[config.mk]
export PLATFORM = sky130hd
export DESIGN_NAME = frog_move_ctrl
export DESIGN_NICKNAME = d
export VERILOG_FILES = /design/src/rtl/frog_pkg.sv /design/src/rtl/frog_key_fifo.sv /design/src/rtl/frog_move_ctrl.sv
export SDC_FILE = /design/constraint.sdc
export NUM_CORES = 1
export LEC_CHECK = 0
export ABC_CLOCK_PERIOD_IN_PS = 1900
export BUFFER_PORTS_ARGS = -buffer_cell sky130_fd_sc_hd__buf_2
export CELL_PAD_IN_SITES_DETAIL_PLACEMENT = 1
export CELL_PAD_IN_SITES_GLOBAL_PLACEMENT = 1
export CORE_MARGIN = 5
export CORE_UTILIZATION = 39
export DETAILED_ROUTE_END_ITERATION = 8
export GPL_ROUTABILITY_DRIVEN = 0
export PLACE_DENSITY = 0.84
export SLEW_MARGIN = 20
export SYNTH_ARGS = -nofsm -noshare
export SYNTH_HDL_FRONTEND = slang
export SYNTH_SLANG_ARGS = --single-unit
[constraint.sdc]
create_clock -name frame_clk -period 1.9 [get_ports frame_clk]
set_input_delay 0.285 -clock frame_clk [delete_from_list [all_inputs] [get_ports frame_clk]]
set_output_delay 0.285 -clock frame_clk [all_outputs]
set_load 0.02 [all_outputs]
[src/rtl/frog_pkg.sv]
// Shared types for the frog movement controller: step directions, FSM states, key-press pick.
// Pure declarations; no timing or flow control.
package frog_pkg;

    typedef enum logic [1:0] {
        DOWN  = 2'd0,
        UP    = 2'd1,
        LEFT  = 2'd2,
        RIGHT = 2'd3
    } dir_t;

    typedef enum logic [2:0] {
        PLAY    = 3'd0,
        COOL    = 3'd1,
        DYING   = 3'd2,
        RESPAWN = 3'd3,
        OVER    = 3'd4
    } ctrl_state_t;

    localparam int STEP_PX = 40;

    typedef struct packed {
        logic vld;
        dir_t dir;
    } press_t;

    // Key edge vector is indexed by dir_t, so the lowest set bit wins: down > up > left > right.
    function automatic press_t pick_press(input logic [3:0] edges);
        press_t p;
        p.vld = |edges;
        p.dir = DOWN;
        if (edges[0])      p.dir = DOWN;
        else if (edges[1]) p.dir = UP;
        else if (edges[2]) p.dir = LEFT;
        else if (edges[3]) p.dir = RIGHT;
        return p;
    endfunction

endpackage

[src/rtl/frog_key_fifo.sv]
// Small generic FIFO with synchronous flush; read data is the head entry, valid while !empty.
// Write accepted when not full, or when full with a read in the same cycle.
module frog_key_fifo #(
    parameter int DEPTH = 4,
    parameter int W     = 2
) (
    input  logic         frame_clk,
    input  logic         Reset_n,
    input  logic         flush,
    input  logic         wr_en,
    input  logic [W-1:0] wr_dat,
    input  logic         rd_en,
    output logic [W-1:0] rd_dat,
    output logic         full,
    output logic         empty
);

    localparam int AW = (DEPTH > 1) ? $clog2(DEPTH) : 1;
    localparam int CW = $clog2(DEPTH + 1);

    logic [W-1:0]  mem [DEPTH];
    logic [AW-1:0] wr_ptr, rd_ptr;
    logic [CW-1:0] count;
    logic          do_wr, do_rd;

    function automatic logic [AW-1:0] next_ptr(input logic [AW-1:0] p);
        return (p == AW'(DEPTH - 1)) ? '0 : p + AW'(1);
    endfunction

    assign empty  = (count == '0);
    assign full   = (count == CW'(DEPTH));
    assign do_rd  = rd_en && !empty;
    assign do_wr  = wr_en && (!full || do_rd);
    assign rd_dat = mem[rd_ptr];

    always_ff @(posedge frame_clk or negedge Reset_n) begin
        if (!Reset_n) begin
            wr_ptr <= '0;
            rd_ptr <= '0;
            count  <= '0;
        end else if (flush) begin
            wr_ptr <= '0;
            rd_ptr <= '0;
            count  <= '0;
        end else begin
            if (do_wr) wr_ptr <= next_ptr(wr_ptr);
            if (do_rd) rd_ptr <= next_ptr(rd_ptr);
            case ({do_wr, do_rd})
                2'b10:   count <= count + CW'(1);
                2'b01:   count <= count - CW'(1);
                default: count <= count;
            endcase
        end
    end

    always_ff @(posedge frame_clk) begin
        if (do_wr) mem[wr_ptr] <= wr_dat;
    end

endmodule

[src/rtl/frog_move_ctrl.sv]
// Frog step/life/score controller; a step issues two frames after the key edge is sampled.
// No backpressure: presses during cooldown are dropped, or queued 4-deep with FROG_KEY_QUEUE_EN.
module frog_move_ctrl
    import frog_pkg::*;
#(
    parameter int LIVES_INIT      = 3,
    parameter int COOLDOWN_FRAMES = 4,
    parameter int DEATH_FRAMES    = 30
) (
    input  logic        frame_clk,
    input  logic        Reset_n,
    input  logic        up,
    input  logic        down,
    input  logic        left,
    input  logic        right,
    input  logic        collide,
    input  logic        goal,
    input  logic        on_pad,
    input  logic [10:0] pad_motion_x,
    output logic        step_valid,
    output dir_t        step_dir,
    output logic [10:0] carry_x,
    output logic        respawn,
    output logic [1:0]  lives,
    output logic [7:0]  score,
    output logic        game_over,
    output logic [2:0]  ctrl_state
);

    localparam int CW = (COOLDOWN_FRAMES > 1) ? $clog2(COOLDOWN_FRAMES) : 1;
    localparam int DW = (DEATH_FRAMES > 1) ? $clog2(DEATH_FRAMES) : 1;

    ctrl_state_t   state;
    logic [CW-1:0] cool_cnt;
    logic [DW-1:0] die_cnt;
    logic [3:0]    key_q, key_now, key_edge;
    press_t        press;
    logic          live_st, pend_vld, pend_pop, pend_flush;
    dir_t          pend_dir;

    assign key_now    = {right, left, up, down};
    assign key_edge   = key_now & ~key_q;
    assign press      = pick_press(key_edge);
    assign live_st    = (state == PLAY) || (state == COOL);
    assign pend_flush = !live_st || collide;
    assign pend_pop   = (state == PLAY) && pend_vld && !collide && !goal;

    assign carry_x    = (on_pad && live_st) ? pad_motion_x : 11'd0;
    assign game_over  = (state == OVER);
    assign ctrl_state = state;

`ifdef FROG_KEY_QUEUE_EN
    logic       fifo_empty, fifo_full;
    logic [1:0] fifo_rd_dat;

    frog_key_fifo #(.DEPTH(4), .W(2)) u_key_fifo (
        .frame_clk (frame_clk),
        .Reset_n   (Reset_n),
        .flush     (pend_flush),
        .wr_en     (live_st && press.vld),
        .wr_dat    (press.dir),
        .rd_en     (pend_pop),
        .rd_dat    (fifo_rd_dat),
        .full      (fifo_full),
        .empty     (fifo_empty)
    );

    assign pend_vld = !fifo_empty;
    assign pend_dir = dir_t'(fifo_rd_dat);
`else
    logic pend_vld_q;
    dir_t pend_dir_q;

    // Only one press can wait; anything arriving while it waits or during COOL is dropped.
    always_ff @(posedge frame_clk or negedge Reset_n) begin
        if (!Reset_n) begin
            pend_vld_q <= 1'b0;
            pend_dir_q <= DOWN;
        end else if (pend_flush || pend_pop) begin
            pend_vld_q <= 1'b0;
        end else if ((state == PLAY) && press.vld && !pend_vld_q) begin
            pend_vld_q <= 1'b1;
            pend_dir_q <= press.dir;
        end
    end

    assign pend_vld = pend_vld_q;
    assign pend_dir = pend_dir_q;
`endif

    always_ff @(posedge frame_clk or negedge Reset_n) begin
        if (!Reset_n) begin
            state      <= RESPAWN;
            lives      <= 2'(LIVES_INIT);
            score      <= 8'd0;
            step_valid <= 1'b0;
            step_dir   <= DOWN;
            respawn    <= 1'b0;
            cool_cnt   <= '0;
            die_cnt    <= '0;
            key_q      <= 4'd0;
        end else begin
            step_valid <= 1'b0;
            respawn    <= 1'b0;
            key_q      <= key_now;
            case (state)
                PLAY, COOL: begin
                    if (collide) begin
                        state   <= DYING;
                        die_cnt <= DW'(DEATH_FRAMES - 1);
                        lives   <= (lives == 2'd0) ? 2'd0 : lives - 2'd1;
                    end else if (goal) begin
                        score <= (score == 8'd255) ? 8'd255 : score + 8'd1;
                        state <= RESPAWN;
                    end else if (state == PLAY) begin
                        if (pend_vld) begin
                            step_valid <= 1'b1;
                            step_dir   <= pend_dir;
                            cool_cnt   <= CW'(COOLDOWN_FRAMES - 1);
                            state      <= COOL;
                        end
                    end else begin
                        // Leaving on the frame the count reaches zero spaces steps COOLDOWN_FRAMES apart.
                        if (cool_cnt <= CW'(1)) state <= PLAY;
                        if (cool_cnt != '0) cool_cnt <= cool_cnt - CW'(1);
                    end
                end
                DYING: begin
                    if (die_cnt <= DW'(1)) state <= (lives == 2'd0) ? OVER : RESPAWN;
                    if (die_cnt != '0) die_cnt <= die_cnt - DW'(1);
                end
                RESPAWN: begin
                    respawn <= 1'b1;
                    key_q   <= 4'd0;
                    state   <= PLAY;
                end
                OVER: begin
                    if (press.vld) begin
                        lives <= 2'(LIVES_INIT);
                        score <= 8'd0;
                        state <= RESPAWN;
                    end
                end
                default: state <= RESPAWN;
            endcase
        end
    end

endmodule

==> results.md <==
- Crit path kind: register to register
- Initial antenna violation count: 0
- Largest net degree at the start of global routing: 32
- Clk slew on worst S/H paths: 0.07 ns
- Max Cap Violations: 0
- Reg area: 781 µm²
- DRC violation total after the first TritonRoute iteration: 41
- Vias in the first global route: 1,616
- RSZ-0062 raised after global routing: false
- Sequential fraction of the synthesis area: 45.0%
- Mux share of post-synthesis cell area: under 10%
- Slew at the pin with the worst max-slew slack: 0.681 ns
- Sum Neg Setup Slack: 0 ns
- PwrDens: 1420 nW/µm²
- Syn avg cell area: 9.64 µm²
- Yosys top cell by area: dfrtp_1
- Total Nets Final: 258
- Starting density of the core: 40.1%
- Synthesis-stage register bit count: 31
- Max Fclk: 0.549 GHz
- Yosys cell types: 47
- XOR/XNOR share of the synthesized area: 0%
- Final Hold Fails: 0
- Die H: 76.7 µm
- Max incr delay on CP: 0.50 ns
- Diodes inserted: 0
- Worst-path maximum fanout: 11
- Lkg Pwr: around 0.0011 µW
- Clock buffer depth: 2
- CTS H-tree lvls: 2
- Vias: ~1,500
- CTS Sinks: 31
- Multi-input gate area: 895 µm²
- Top cells by count, synth: dfrtp_1, and3_1, nor2_1
- Largest family of logic cells by synthesized area: simple AND/OR/NAND/NOR gates
- Post-Route WL: 4440 µm
- Row Count: 24
- Remaining DRCs: 0
- Clock root cell: clkbuf_8
- Final Cycle Share: 95.8%
- Setup violators final: 0
- Min-Delay Path Class: primary input to asynchronous set/reset pin
- Top-count cell post-synth: dfrtp_1
- IO Port Bufs: 48
- Compound-Gate Fraction of Synth Area: between 10% and 20%
- Fillers: 518
- CP max-delay cell: dfrtp_1
- Reg2reg setup slack: about 0.08 ns
- EDFF count, synth: 0
- Post-CTS Setup Bufs: 0
- CP endpoint kind: register
- Period minus WS final: roughly 1.8 ns
- Drt wl/cell: 15.5 µm
- Synth Area in Adders: under 10%
- WP data required: between 2 and 2.5 ns
- Post-CTS sizing: 1
- Number of vias per cell: 5.40
- Synth warn: 0
- Worst vdd ir: 0.827 mV
- Cells taking the most area after synthesis: dfrtp_1, dfstp_2, and3_1, ha_1, nor2_1
- Ports: 49
- Die Width: 76.7 µm
- Layout cells sized above 1: 32.9%
- Clock Latency Late Sink: 0.28 ns
- Core area: 4320 µm²
- P&R area growth vs syn: 25.2%
- Slew Limit Fails: 0
- Final setup margin: 0.0799 ns
- Critical path arrival: 1.98 ns
- Worst-path cell chain: or3_4 -> or4_4 -> mux2_4
- Cell area after synthesis: 1740 µm²
- CTS buffer count: 5
- Global-route wire length before repair: between 7000 and 8000 µm
- DP HPWL: 3410 µm
- Post-synthesis net count: a little over 200
- CTS tree: done
- Simple-gate share of the synthesized area: 25.2%
- Total global routing overflow: 0
- Asr flop ratio synth: 100%
- Drt first pass iters: 4
- DP Worst Slack: 0.111 ns
- Hold-fix buffers, CTS: 0
- Cells after Synth: 180
- GRT Overall Usage: 15.3%
- Startpoint types: register
- Top_reg_cell synth: dfrtp_1
- Full die area: 5880 µm²
- Area share of the largest cell type after synthesis: 38.9%
- Post-route antenna net violation count: 0
- Slew Limit Headroom: 54.6%
- Hold_ws: between 0.03 and 0.04 ns
- Setup Skew: around 0.0078 ns
- Status: complete, no violations
-- critical path: cells and delay by family (launching register included) --
family	cells	cell delay (ns)
DFF	1	0.50
and+or+nand+nor	2	0.89
muxes	1	0.31
-- cell type report --
cell class	count	area share [%]
multi-input cells	132	41.2
repair buffers	53	12.8
clock inverters	2	1.61
well taps	52	2.99
clock buffers	6	3.80
flip-flops and latches	31	35.9
inverters	10	1.73
-- through the flow --
stage / power [µW] / util (%) / instances / instance area [µm²]
final: 3080 / 50.3 / 286 / 2170
after global routing: 3310 / 50.3 / 286 / 2170
after CTS: 3110 / 50.1 / 286 / 2170
after detailed placement: 2420 / 47.4 / 278 / 2050
after global placement: 2370 / 47.4 / 278 / 2050
after floorplan: 1990 / - / 180 / 1740
-- kinds of logic after synthesis --
family	after synthesis
simple gates	77
buf+inv	17
mux	4
fa+ha+maj	5
flops	31
compound gates	46
-- worst paths after layout --
path,start,end,depth (start not counted)
worst max-delay path,ctrl_state[2],step_dir[0],3
worst min-delay path,Reset_n,score[6],1
worst max register to register,ctrl_state[2],step_dir[0],3
worst min register to register,lives[1],lives[0],2
max in group asynchronous,Reset_n,pend_vld,1
min in group frame_clk,right,key_q[3],2
-- layer usage --
metal,track usage (%),wire length (µm),share of wire (%)
met1,19.5,2020,45
met2,25.4,2220,50
met3,4.45,177,4.0
met4,3.67,27,0.61
met5,0,0,0
-- report_power, final --
part | switching, µW | internal [µW] | total (µW)
clock | 236 | 424 | 660
sequential | 248 | 901 | 1150
combinational | 739 | 535 | 1270
-- registers in the layout, summed over array words and instances, names as in the netlist --
name,flops
score,8
die_cnt,5
key_q,4
ctrl_state,3
cool_cnt,2
lives,2
pend_dir,2
step_dir,2
pend_vld,1
respawn,1
step_valid,1
-- layout by cell type (no fill, tap or decap), types with 6 or more instances in the layout --
cell type  synthesis  final
inv_1             10     10
buf_2              2     48
o21ai_0            6      6
nor3_1             7      7
nand2_1           10     10
and3_1            13     13
and2_1             6      6
nor2_1            13     12
a31oi_1            6      6
nor2b_1            6      6
clkbuf_8           0      6
dfrtp_1           27     27
a21oi_1            9      9
No activity file was read; power rests on OpenSTA's default activity.
